==> src/rtl/tbird_sweep_ctrl.sv <==
// tbird_sweep_ctrl: parametrised turn-signal sequencer (outward sweep per side plus hazard flash).
//
// A free-running prescaler produces a one-cycle tick every TICK_DIV clocks. The FSM and the
// phase counter only move on a tick. The lamp outputs are registered and change on the same
// edge as the state.
//
// Parameters:
//   LAMPS    - lamps per side, 1..16
//   TICK_DIV - clk cycles per sequencing step, >= 1 (1 = step every cycle, simulation only)
//
// Ports:
//   clk     in   system clock, rising edge
//   reset   in   synchronous active-low reset
//   left    in   left-turn request (level)
//   right   in   right-turn request (level)
//   hazard  in   hazard request (level)
//   brake   in   brake lamp request, only when TBIRD_BRAKE_EN is defined
//   lamps_l out  left lamps, bit 0 innermost
//   lamps_r out  right lamps, bit 0 innermost
//   active  out  high whenever the FSM is not idle
//
// Build option: define TBIRD_BRAKE_EN to add the brake input. While brake is high, each side
// that is not sweeping shows all ones (ignored during hazard). Without the macro the block
// behaves as if brake were tied low.

module tbird_sweep_ctrl #(
  parameter int unsigned LAMPS    = 3,
  parameter int unsigned TICK_DIV = 25_000_000
) (
  input  logic             clk,
  input  logic             reset,
  input  logic             left,
  input  logic             right,
  input  logic             hazard,
`ifdef TBIRD_BRAKE_EN
  input  logic             brake,
`endif
  output logic [LAMPS-1:0] lamps_l,
  output logic [LAMPS-1:0] lamps_r,
  output logic             active
);

  // Prescaler width is at least one bit so TICK_DIV = 1 still yields a legal vector.
  localparam int unsigned CntW = (TICK_DIV > 1) ? $clog2(TICK_DIV) : 1;
  localparam logic [CntW-1:0] CntMax = CntW'(TICK_DIV - 1);

  // Phase counter spans 0..LAMPS.
  localparam int unsigned PhW = $clog2(LAMPS + 1);
  localparam logic [PhW-1:0] PhMax = PhW'(LAMPS);

  typedef enum logic [1:0] {
    StIdle,
    StLeft,
    StRight,
    StHazard
  } state_e;

  state_e          state_q, state_d;
  logic [PhW-1:0]  ph_q, ph_d;
  logic [CntW-1:0] cnt_q, cnt_d;
  logic            tick;

  logic [LAMPS-1:0] lamps_l_q, lamps_l_d;
  logic [LAMPS-1:0] lamps_r_q, lamps_r_d;
  logic [LAMPS-1:0] therm;
  logic             brake_req;

`ifdef TBIRD_BRAKE_EN
  assign brake_req = brake;
`else
  assign brake_req = 1'b0;
`endif

  // ---------------------------------------------------------------------------
  // Prescaler
  // ---------------------------------------------------------------------------
  assign tick = (cnt_q == CntMax);

  always_comb begin
    cnt_d = cnt_q + 1'b1;
    if (tick) begin
      cnt_d = '0;
    end
  end

  // ---------------------------------------------------------------------------
  // Sequencer next state
  // ---------------------------------------------------------------------------
  always_comb begin
    state_d = state_q;
    ph_d    = ph_q;
    if (tick) begin
      if (ph_q == '0) begin
        // Requests are only looked at here, so a sweep always runs to its all-off step.
        if (hazard || (left && right)) begin
          state_d = StHazard;
          ph_d    = PhW'(1);
        end else if (left) begin
          state_d = StLeft;
          ph_d    = PhW'(1);
        end else if (right) begin
          state_d = StRight;
          ph_d    = PhW'(1);
        end else begin
          state_d = StIdle;
          ph_d    = '0;
        end
      end else begin
        unique case (state_q)
          StLeft, StRight: begin
            // ph == LAMPS leads to the all-off step with the state held.
            if (ph_q >= PhMax) begin
              ph_d = '0;
            end else begin
              ph_d = ph_q + 1'b1;
            end
          end
          StHazard: begin
            ph_d = '0;
          end
          default: begin
            // Idle never carries a non-zero phase; recover to a clean idle.
            state_d = StIdle;
            ph_d    = '0;
          end
        endcase
      end
    end
  end

  // ---------------------------------------------------------------------------
  // Lamp decode from the next state so lamps change on the same edge as the FSM.
  // ---------------------------------------------------------------------------
  always_comb begin
    therm = '0;
    for (int i = 0; i < int'(LAMPS); i++) begin
      therm[i] = (i < int'(ph_d));
    end
  end

  always_comb begin
    lamps_l_d = '0;
    lamps_r_d = '0;
    unique case (state_d)
      StLeft:   lamps_l_d = therm;
      StRight:  lamps_r_d = therm;
      StHazard: begin
        if (ph_d != '0) begin
          lamps_l_d = '1;
          lamps_r_d = '1;
        end
      end
      default: begin
        lamps_l_d = '0;
        lamps_r_d = '0;
      end
    endcase

    // Brake lights the non-sweeping side(s); it never touches state or phase.
    if (brake_req) begin
      case (state_d)
        StIdle: begin
          lamps_l_d = '1;
          lamps_r_d = '1;
        end
        StLeft:  lamps_r_d = '1;
        StRight: lamps_l_d = '1;
        default: ;
      endcase
    end
  end

  // ---------------------------------------------------------------------------
  // Registers
  // ---------------------------------------------------------------------------
  always_ff @(posedge clk) begin
    if (!reset) begin
      state_q   <= StIdle;
      ph_q      <= '0;
      cnt_q     <= '0;
      lamps_l_q <= '0;
      lamps_r_q <= '0;
    end else begin
      state_q   <= state_d;
      ph_q      <= ph_d;
      cnt_q     <= cnt_d;
      lamps_l_q <= lamps_l_d;
      lamps_r_q <= lamps_r_d;
    end
  end

  assign lamps_l = lamps_l_q;
  assign lamps_r = lamps_r_q;
  assign active  = (state_q != StIdle);

endmodule

==> config.mk <==
export PLATFORM = sky130hd
export DESIGN_NAME = tbird_sweep_ctrl
export DESIGN_NICKNAME = d
export VERILOG_FILES = /design/src/rtl/tbird_sweep_ctrl.sv
export SDC_FILE = /design/constraint.sdc
export NUM_CORES = 1
export LEC_CHECK = 0
export ABC_AREA = 0
export BUFFER_PORTS_ARGS = -buffer_cell sky130_fd_sc_hd__buf_2
export CAP_MARGIN = 5
export CELL_PAD_IN_SITES_DETAIL_PLACEMENT = 1
export CELL_PAD_IN_SITES_GLOBAL_PLACEMENT = 1
export CORE_MARGIN = 10
export CORE_UTILIZATION = 48
export DETAILED_ROUTE_END_ITERATION = 8
export PLACE_DENSITY_LB_ADDON = 0.1
export SYNTH_ARGS = -nofsm -noshare
export SYNTH_HDL_FRONTEND = slang
export SYNTH_SLANG_ARGS = --single-unit
==> constraint.sdc <==
create_clock -name clk -period 4.1 [get_ports clk]
set_clock_uncertainty 0.15 [all_clocks]
set_input_delay 0.82 -clock clk [delete_from_list [all_inputs] [get_ports clk]]
set_output_delay 0.82 -clock clk [all_outputs]
set_load 0.01 [all_outputs]
* Word-level counts from Yosys, hierarchy flattened
Cells that the tools add are included.
** Operators by class
- $add $sub $neg :: 2
- Magnitude comparators :: 4
- Equality and inequality tests :: 7
- Multiplexer cells :: 16
- Bitwise logic cells :: 1
- Reductions and logical operators :: 8
** Operators by type and width (count)
- $add 25x1->25 const B :: 1
- $eq 25x25->1 const B :: 1
- $mux 2 :: 10
- $pmux 3 s2 :: 2
- $eq 2x2->1 const B :: 4
- $eq 2x1->1 const B :: 2
- $lt 1x2->1 const A :: 2
- $reduce_bool 2->1 :: 2
- $reduce_or 2->1 :: 2
- $mux 1 :: 3
- $mux 3 :: 1
- $reduce_or 3->1 :: 1
- $add 2x1->2 const B :: 1
- $ge 2x2->1 const B :: 1
- $logic_not 2->1 :: 1
- $lt 2x2->1 const A :: 1
- $logic_and 1x1->1 :: 1
- $logic_or 1x1->1 :: 1
- $not 1->1 :: 1
** Word-level totals
- Bits in registers :: 35
- Input bits :: 5
- Logic and storage cells :: 43

* Logic depth before layout (Yosys ltp)
Gate-level depths: netlist of the first run.
- Depth in word-level cells :: 8
- Mapped depth :: 9

* Worst setup path after synthesis of the first run
No wires, ideal clock.
- Path kind :: register to register
- From :: register cnt_q[15]
- To :: register lamps_l_q[1] (netlist: lamps_l[1])
- Setup time :: 0.115 ns
- Data arrival time :: 1.811 ns
- Data required time :: 3.835 ns
- Path slack :: 2.025 ns
- Cell stages (with the launch flop) :: 8
- Path buffers :: 1
- Period minus slack after synthesis :: 2.075 ns
- Path through :: dfxtp_1 or4b_4 nor2_1 and4_1 buf_6 mux2i_1 o21ai_0 and2_1
** Between the ends
- Cells in the longest elaborated chain, start to end :: 5
- Elaborated cells between the ends (all ways) :: 9
- Classes of those cells :: order compare: 1; eq/ne: 3; mux: 4; reduce/logical: 1
** Ends and longest elaborated chain
- start: declaration :: line 60 : logic [CntW-1:0] cnt_q, cnt_d;
- start signal: assignment :: line 186 : cnt_q <= cnt_d;
- $eq 25x25->1 * :: line 77 : assign tick = (cnt_q == CntMax);
- $mux 2 :: line 92 : if (tick) begin
- $reduce_bool 2->1 :: line 148 : if (ph_d != '0) begin
- $mux 3 :: line 148
- $pmux 3 s2 * :: line 144 : unique case (state_d)
- end signal: assignment :: line 187 : lamps_l_q <= lamps_l_d;
- end: declaration :: line 63 : logic [LAMPS-1:0] lamps_l_q, lamps_l_d;
Every way passes the cells marked *; elsewhere a longest branch is shown, timed or not.
A chain may end at the register's enable or synchronous reset.

* Final worst setup path of the first run
- From :: register cnt_q[15]
- To :: register cnt_q[18]
** Between the ends
- Cells in the longest elaborated chain, start to end :: 2
- Elaborated cells between the ends (all ways) :: 3
- Classes of those cells :: add/sub: 1; eq/ne: 1; reduce/logical: 1
** Ends and longest elaborated chain
- parallel branches: the longest is 2 deep, another holds $add 25x1->25
Several ways; the timed one is not identified.

==> impl_metrics.tcl, run 1 <==
set metrics [dict create \
    cts_tree "done" \
    grt_pass1_wl_um 5940 \
    layout-drive-gt1-share_pct 14.2 \
    diodes 0 \
    pre_cts_ws_ns 1.46 \
    viasPerCell 5.26 \
    yosysWarnings 0 \
    fin_ws_ns 1.51 \
    worst_r2r_path_depth 5 \
    total_power_w 0.000555 \
    num_vias 1230 \
    die_h_um 77.7 \
    initialDrtViolationCount 44 \
    antenna_left 0 \
    hp-class "register to register" \
    final_common_cell "dfxtp_1" \
    hold_path_depth 1 \
    ctsResizeCount 0 \
    dp.cells 227 \
    cp_max_fo 24 \
    hold_viol_final 0 \
    dr.pass1.iters 4 \
    cts_made_buffers 5 \
    io_pins 12 \
    synth_edf_count 0 \
    p_per_area_nw_per_um2 321 \
    die_area_um2 6030 \
    antenna_found_initial 0 \
    outcome "completed" \
    instances_no_fill 234 \
    ctsHoldBuffers 0 \
    grt_pass1_vias 1303 \
    syn_avg_cell_area_um2 9.07 \
    crit_type "register to register" \
    synth_cells 176 \
    fillers 393 \
    ys_ff_latch 35 \
    synth-main-ff-cell "dfxtp_1" \
    grt-ovfl-total 0 \
    h-tree-depth 2 \
    slew_viol_final 0 \
    mostFrequentLayoutCells "dfxtp_1, nor2_1, xor2_1" \
    setup_viol_count_final 0 \
    end_kind "register" \
    clk_latency_ns 0.36 \
    post_cts_buffers 0 \
    max_freq_ghz 0.386 \
    tns_ns 0 \
    rsz0062_at_grt "no" \
    clockBufferDepth 2 \
    irDropWorstVdd_uv 202 \
    syn-num-nets 186 \
    core_um2 3130 \
    cts.clk_slew.worst_paths_ns 0.11 \
    wl_per_cell_um 14.4 \
    rows 20 \
    grt_max_degree 25 \
    start_util_pct 51.0 \
    cp.required_ns 4.17 \
    synth.yosys.seq_area_share_pct 43.9 \
    wirelength_um 3360 \
    arrival_ns 2.66 \
    grtUsageTotal_pct 12.1 \
    fp.dieW_um 77.7 \
    max_slew_margin_pct 41.4 \
    numPortBuffers 11 \
    leakagePower_nw 0.701 \
    area_growth_pct 8.46 \
    syn_area_um2 1600 \
    cts_root_buf "clkbuf_4" \
    ys_types 33 \
    max_slew.worst_pin.slew_ns 0.879 \
    async_flop_share_pct 0 \
    start_kind "register" \
    gp_congestion 0.734 \
    max_cap_violations 0 \
    cts.sinks 35 \
    period_share_pct 63.3 \
    fin_crit_ns 2.59 \
    detailed_place_hpwl_um 2540 \
    hold_ws_ns 0.304 \
    nets 200 \
    drc 0 \
]
worst max-delay path, stage by stage (launching register included):
cell,delay (ns)
dfxtp_1,0.35
or4b_4,0.55
nor2_1,0.11
and4_1,0.40
nand2b_1,0.74
nor2_1,0.14
area by class of cell:
| cell class | count | area [um2] | area share (%) |
|---|---|---|---|
| inverters | 7 | 26.3 | 1.52 |
| clock buffers | 6 | 51.3 | 2.96 |
| flip-flops and latches | 35 | 701 | 40.5 |
| repair buffers | 11 | 55.1 | 3.18 |
| clock inverters | 1 | 5.00 | 0.289 |
| well taps | 44 | 55.1 | 3.18 |
| multi-input cells | 130 | 838 | 48.4 |
synthesized netlist by cell type, types with 2 or more instances:
cell type / count / area (um2)
nand3_1: 7 / 35.0
dfxtp_1: 35 / 701
and3_2: 4 / 30.0
o21ai_0: 2 / 10.0
and3_1: 8 / 50.1
nand4_1: 2 / 12.5
xor2_1: 13 / 114
o21a_1: 2 / 15.0
and2_4: 2 / 17.5
nor2b_1: 2 / 12.5
nor2_1: 34 / 128
buf_4: 2 / 15.0
ha_1: 5 / 62.6
o2bb2ai_1: 2 / 17.5
and2_1: 5 / 31.3
mux2i_1: 3 / 30.0
nand2_1: 11 / 41.3
nor4_1: 2 / 12.5
a21oi_1: 4 / 20.0
inv_1: 7 / 26.3
xnor2_1: 10 / 87.6
a21o_1: 2 / 15.0
or4b_4: 2 / 27.5
kinds of logic (layout without fill, tap and decap cells):
kind of cell             count (synthesis)  after routing  synth area share [%]
flip-flops                              35             35                  43.9
AND/OR/NAND/NOR                         85             85                  28.2
AO/OA/AOI/OAI                           14             14                  5.88
adder cells (fa/ha/maj)                  5              5                  3.92
XOR/XNOR                                23             23                  12.6
multiplexers                             3              3                  1.88
buffers and inverters                   11             25                  3.60
report_power, final:
part	internal (W)	total (W)	switching [W]
Clock	0.0000793	0.000197	0.000118
Combinational	0.00000506	0.0000138	0.00000871
Sequential	0.000342	0.000344	0.00000194
Total	0.000427	0.000555	0.000129
flip-flops by register name (all words and copies together), names as in the netlist:
name and count:
lamps_l 3, lamps_r 3, ph_q 2, state_q 2, cnt_q 25
per-stage QoR:
| step | util (%) | cell area [um2] |
|---|---|---|
| finish | 55.4 | 1730 |
| global route | 55.4 | 1730 |
| CTS | 55.4 | 1730 |
| detailed placement | 53.6 | 1680 |
| global placement | 53.6 | 1680 |
| floorplan | - | 1600 |
metal layers:
metal  track usage [%]  wire (um)
met5                 0          0
met4              4.38         64
met3              4.61        132
met2              19.7       1610
met1              14.0       1560
path summary, 6_finish.rpt:
check                   end  startpoint  slack, ns
hold / removal     cnt_q[0]    cnt_q[0]       0.30
setup reg to reg  cnt_q[18]   cnt_q[15]       1.51
setup / recovery  cnt_q[18]   cnt_q[15]       1.51
hold reg to reg    cnt_q[0]    cnt_q[0]       0.30
Power figures use the tool's default switching activity.
==> run 2: changes to the inputs <==
--- a/config.mk
+++ b/config.mk
@@ -11,7 +11,7 @@
 export CELL_PAD_IN_SITES_DETAIL_PLACEMENT = 1
 export CELL_PAD_IN_SITES_GLOBAL_PLACEMENT = 1
 export CORE_MARGIN = 10
-export CORE_UTILIZATION = 48
+export CORE_UTILIZATION = 45
 export DETAILED_ROUTE_END_ITERATION = 8
 export PLACE_DENSITY_LB_ADDON = 0.1
 export SYNTH_ARGS = -nofsm -noshare
==> constraint.sdc (replaced) <==
create_clock -name clk -period 2.66 [get_ports clk]
set_clock_uncertainty 0.15 [all_clocks]
set_input_delay 0.532 -clock clk [delete_from_list [all_inputs] [get_ports clk]]
set_output_delay 0.532 -clock clk [all_outputs]
set_load 0.01 [all_outputs]
==> run 2 against run 1 <==
  * Power up 60%
  * Core utilization is 3.3 points lower
  * Highest routed layer unchanged
  * Fmax rose by 7.3%
  * Die area is 4.9% higher
  * Non-clock buffer count grew 2
  * Combinational power up 67%
  * Sequential share of layout area is 0.77 points lower
  * Sequential power grew 54%
  * Register-to-register slack lost 1.3 ns
  * Critical path depth rose by 2
  * Via count is 0.81% higher
==> impl_metrics.tcl, run 2 (same netlist as run 1, synthesis figures left out) <==
set metrics [dict create \
    clockBufferDepth 2 \
    hold_viol_final 0 \
    ctsResizeCount 0 \
    power.switching_w 0.000198 \
    dp.cells 231 \
    antenna_left 0 \
    largest_register "cnt_q" \
    viasPerCell 5.19 \
    grt_pass1_wl_um 5850 \
    antenna_found_initial 0 \
    ctsHoldBuffers 0 \
    fin_crit_ns 2.42 \
    fillers 397 \
    slew_viol_final 0 \
    slowest_stage "and4_1" \
    rows 21 \
    ff_latch_area_um2 701 \
    crit_type "register to register" \
    cts.clk_slew.worst_paths_ns 0.11 \
    setup_viol_count_final 0 \
    multiInputGateArea_um2 838 \
    worstPathCellList "ha_1 > nand2_1 > nor2_1 > and4_1 > mux2i_1 > o21ai_0 > and2_1" \
    slowest_delay_ns 0.44 \
    max_cap_violations 0 \
    wl_per_cell_um 14.2 \
    p_int_w 0.000691 \
    crit_family "simple AND/OR/NAND/NOR gates" \
    cp.required_ns 2.76 \
    rsz0062_at_grt "no" \
    max_freq_ghz 0.414 \
    fp.dieW_um 79.6 \
    core_um2 3390 \
    arrival_ns 2.52 \
    start_kind "register" \
    max_slew.worst_pin.slew_ns 0.528 \
    hold_ws_ns 0.309 \
    start_util_pct 47.1 \
    clk_latency_ns 0.34 \
    initialDrtViolationCount 61 \
    diodes 0 \
    nets 202 \
    h-tree-depth 2 \
    wirelength_um 3390 \
    mostFrequentLayoutCells "dfxtp_1, nor2_1, xor2_1" \
    grtUsageTotal_pct 11.7 \
    dr.pass1.iters 4 \
    detailed_place_hpwl_um 2640 \
    cts_root_buf "clkbuf_4" \
    num_vias 1240 \
    grt_max_degree 25 \
    cts_made_buffers 5 \
    drc 0 \
    post_cts_buffers 0 \
    area_growth_pct 10.6 \
    combinationalPowerShare_pct 2.6 \
    p_per_area_nw_per_um2 504 \
    final_common_cell "dfxtp_1" \
    instances_no_fill 239 \
    max_slew_margin_pct 64.5 \
    gp_congestion 0.800 \
    die_area_um2 6330 \
    cp_max_fo 8 \
    p_seq_share_pct 59.7 \
    grt_pass1_vias 1286 \
    grt-ovfl-total 0 \
    largest_reg_flops 25 \
    end_kind "register" \
    period_share_pct 90.9 \
    cts.sinks 35 \
    layout-drive-gt1-share_pct 15.5 \
    leakagePower_nw 0.715 \
    path_buf_inv 0 \
    swShare_pct 22.3 \
    die_h_um 79.6 \
    io_pins 12 \
    cts_tree "done" \
    p_clk_share_pct 37.7 \
    hp-class "register to register" \
    numPortBuffers 11 \
    tns_ns 0 \
    irDropWorstVdd_uv 313 \
    outcome "completed" \
]
[run 2: cell types whose count changed in the layout (fill, tap and decap cells not counted), sizes merged]
cell and change:
clkinv -1, clkbuf +1, clkinvlp +1, buf +2
[run 2: layout make-up]
cell class	instances	share of cell area [%]
multi-input cells	130	47.5
clock buffers	7	3.69
well taps	46	3.26
flip-flops and latches	35	39.7
repair buffers	13	3.97
clock inverters	1	0.425
inverters	7	1.49
[run 2: power groups by stage]
stage	Sequential, W	Combinational (W)	Clock [W]
2_1_floorplan	0.000542	0.0000156	0
3_3_place_gp	0.000542	0.0000216	0
3_5_place_dp	0.000543	0.0000236	0
4_1_cts	0.000531	0.0000237	0.000348
5_1_grt	0.000532	0.0000269	0.000372
6_report	0.000531	0.0000231	0.000336
[run 2: worst paths after layout]
check                 from    endpoint  slack [ns]  depth (start not counted)
hold reg to reg   cnt_q[0]    cnt_q[0]        0.31                          1
setup / recovery  cnt_q[0]  lamps_r[1]        0.24                          7
setup reg to reg  cnt_q[0]  lamps_r[1]        0.24                          7
hold / removal    cnt_q[0]    cnt_q[0]        0.31                          1
[run 2: worst register-to-register path, stage by stage, from the launching register on]
cell and delay (ns):
dfxtp_1 0.37, ha_1 0.22, nand2_1 0.15, nor2_1 0.24, and4_1 0.44, mux2i_1 0.43
o21ai_0 0.15, and2_1 0.18
[run 2: through the flow]
step / utilization (%) / power (W) / area (um2) / worst slack, ns
after floorplan: - / 0.000558 / 1600 / 0.585
after global placement: 49.9 / 0.000564 / 1690 / 0.408
after detailed placement: 49.9 / 0.000566 / 1690 / 0.298
after CTS: 52.1 / 0.000902 / 1770 / 0.271
after global routing: 52.1 / 0.000930 / 1770 / 0.0520
final: 52.1 / 0.000889 / 1770 / 0.243
[run 2: per-layer routing]
metal,wire [um],global-route usage (%),vias to the layer above
li1,-,-,617
met1,1470,12.3,595
met2,1660,19.7,18
met3,168,4.39,10
met4,87,6.45,0
met5,0,0,-
==> run 3: changes to the inputs <==
--- a/config.mk
+++ b/config.mk
@@ -13,7 +13,7 @@
 export CORE_MARGIN = 10
 export CORE_UTILIZATION = 45
 export DETAILED_ROUTE_END_ITERATION = 8
-export PLACE_DENSITY_LB_ADDON = 0.1
+export PLACE_DENSITY = 0.74
 export SYNTH_ARGS = -nofsm -noshare
 export SYNTH_HDL_FRONTEND = slang
 export SYNTH_SLANG_ARGS = --single-unit
==> constraint.sdc (replaced) <==
create_clock -name clk -period 2.66 [get_ports clk]
set_clock_uncertainty 0.15 [all_clocks]
set_input_delay 0 -clock clk [delete_from_list [all_inputs] [get_ports clk]]
set_output_delay 0 -clock clk [all_outputs]
set_load 0.01 [all_outputs]
==> run 3 against run 2 <==
  * Non-clock buffer count grew 1
  * Combinational power is 4% higher
  * Highest routed layer unchanged
  * Final cell count decreased by 0.42%
  * Via count shrank 2.3%
  * Core utilization decreased by 0.63 points
  * Clock power down 24%
  * Setup slack better by 0.00089 ns
  * Power decreased by 8.8%
  * Design area shrank 1.2%
  * Sequential power about the same
  * Worst hold slack got worse by 0.20 ns
  * Sequential share of layout area rose by 0.48 points
==> impl_metrics.tcl, run 3 (same netlist as run 1, synthesis figures left out) <==
set metrics [dict create \
    outcome "completed" \
    cp.required_ns 2.74 \
    r2r_start "cnt_q[10]" \
    nets 203 \
    numPortBuffers 11 \
    arrival_ns 2.49 \
    final_common_cell "dfxtp_1" \
    antenna_found_initial 0 \
    max_slew_margin_pct 65.7 \
    cp_max_fo 8 \
    wirelength_met1_um 1510 \
    fillers 402 \
    gp_congestion 0.783 \
    leakagePower_nw 0.706 \
    largest_register "cnt_q" \
    largest_reg_flops 25 \
    grt_pass1_wl_um 5900 \
    clockBufferDepth 2 \
    period_share_pct 90.8 \
    grt_max_degree 25 \
    top_layer "met4" \
    cts_tree "done" \
    wirelength_um 3460 \
    start_kind "register" \
    cts_root_buf "clkbuf_4" \
    initialDrtViolationCount 70 \
    grt_pass1_vias 1214 \
    pre_cts_ws_ns 0.271 \
    detailed_place_hpwl_um 2600 \
    setup_viol_count_final 0 \
    wl_met2_um 1700 \
    p_per_area_nw_per_um2 465 \
    max_freq_ghz 0.414 \
    layout-drive-gt1-share_pct 14.1 \
    diodes 0 \
    clk_latency_ns 0.34 \
    max_cap_violations 0 \
    irDropWorstVdd_uv 355 \
    rsz0062_at_grt "no" \
    slew_viol_final 0 \
    dr.pass1.iters 4 \
    cts_made_buffers 5 \
    min_from "right" \
    mostFrequentLayoutCells "dfxtp_1, nor2_1, xor2_1" \
    drc 0 \
    fin_crit_ns 2.42 \
    fp.dieW_um 79.6 \
    wl_per_cell_um 14.5 \
    end_kind "register" \
    grtUsageTotal_pct 11.9 \
    h-tree-depth 2 \
    wl_met3_um 185 \
    area_growth_pct 9.25 \
    cp-startpoint "cnt_q[10]" \
    max_slew.worst_pin.slew_ns 0.510 \
    grt-ovfl-total 0 \
    tns_ns 0 \
    antenna_left 0 \
    post_cts_buffers 0 \
    hold_viol_final 0 \
    cts.clk_slew.worst_paths_ns 0.09 \
    cts.sinks 35 \
    crit_type "register to register" \
    die_h_um 79.6 \
    io_pins 12 \
    die_area_um2 6330 \
    hp-class "input pin to register" \
    fin_ws_ns 0.244 \
    rows 21 \
    start_util_pct 47.1 \
    core_um2 3390 \
    num_vias 1212 \
    viasPerCell 5.09 \
]
==> run 3: changes by cell type in the layout (fill, tap and decap cells not counted), sizes merged <==
cell,previous run,this run
clkbuf,7,6
clkinvlp,1,0
dlygate4sd3,0,1
==> run 3: worst paths after layout <==
path	to	slack, ns	cells past startpoint
hold / removal	state_q[1]	0.11	4
hold reg to reg	cnt_q[0]	0.31	1
setup / recovery	lamps_r[2]	0.24	6
setup reg to reg	lamps_r[2]	0.24	6
==> run 3: area by class of cell <==
type                            count  area (um2)  area share (%)
Inverter                            7        26.3            1.51
Sequential cell                    35         701            40.2
Timing Repair Buffer               14        80.1            4.59
Multi-Input combinational cell    130         838            48.1
Clock buffer                        6        41.3            2.37
Tap cell                           46        57.6            3.30
==> run 3: per-stage QoR <==
stage | hold WS, ns | utilization, % | instance area (um2) | instances | power (W)
after detailed placement | 0.170 | 49.9 | 1690 | 231 | 0.000566
final | 0.108 | 51.5 | 1740 | 238 | 0.000811
after global routing | 0.127 | 51.5 | 1740 | 238 | 0.000846
after global placement | 0.168 | 49.9 | 1690 | 231 | 0.000564
after CTS | 0.0793 | 51.5 | 1740 | 238 | 0.000822
after floorplan | -0.0283 | - | 1600 | 176 | 0.000558
==> run 3: critical path, cell delays in order, from the launching register on <==
cell	delay, ns
dfxtp_1	0.35
or4b_4	0.56
nor2_1	0.10
and4_1	0.40
mux2i_1	0.42
o2bb2ai_1	0.15
and2_1	0.19
==> run 3: timing repair <==
action	in CTS	in global routing
hold buffers	1	0
endpoints found under the hold margin	11	0
resized for setup	0	0
==> run 3: where the power goes <==
group,leakage (nW),internal (W),switching (W),total (W)
combinational,0.399,0.00000983,0.0000142,0.0000240
clock,0.0242,0.0000939,0.000163,0.000257
sequential,0.282,0.000527,0.00000294,0.000530
==> run 3: per-layer routing <==
metal / up-vias / track usage [%]
met1: 569 / 13.2
met4: 0 / 5.20
met3: 6 / 5.07
li1: 619 / -
met2: 18 / 19.6
met5: - / 0
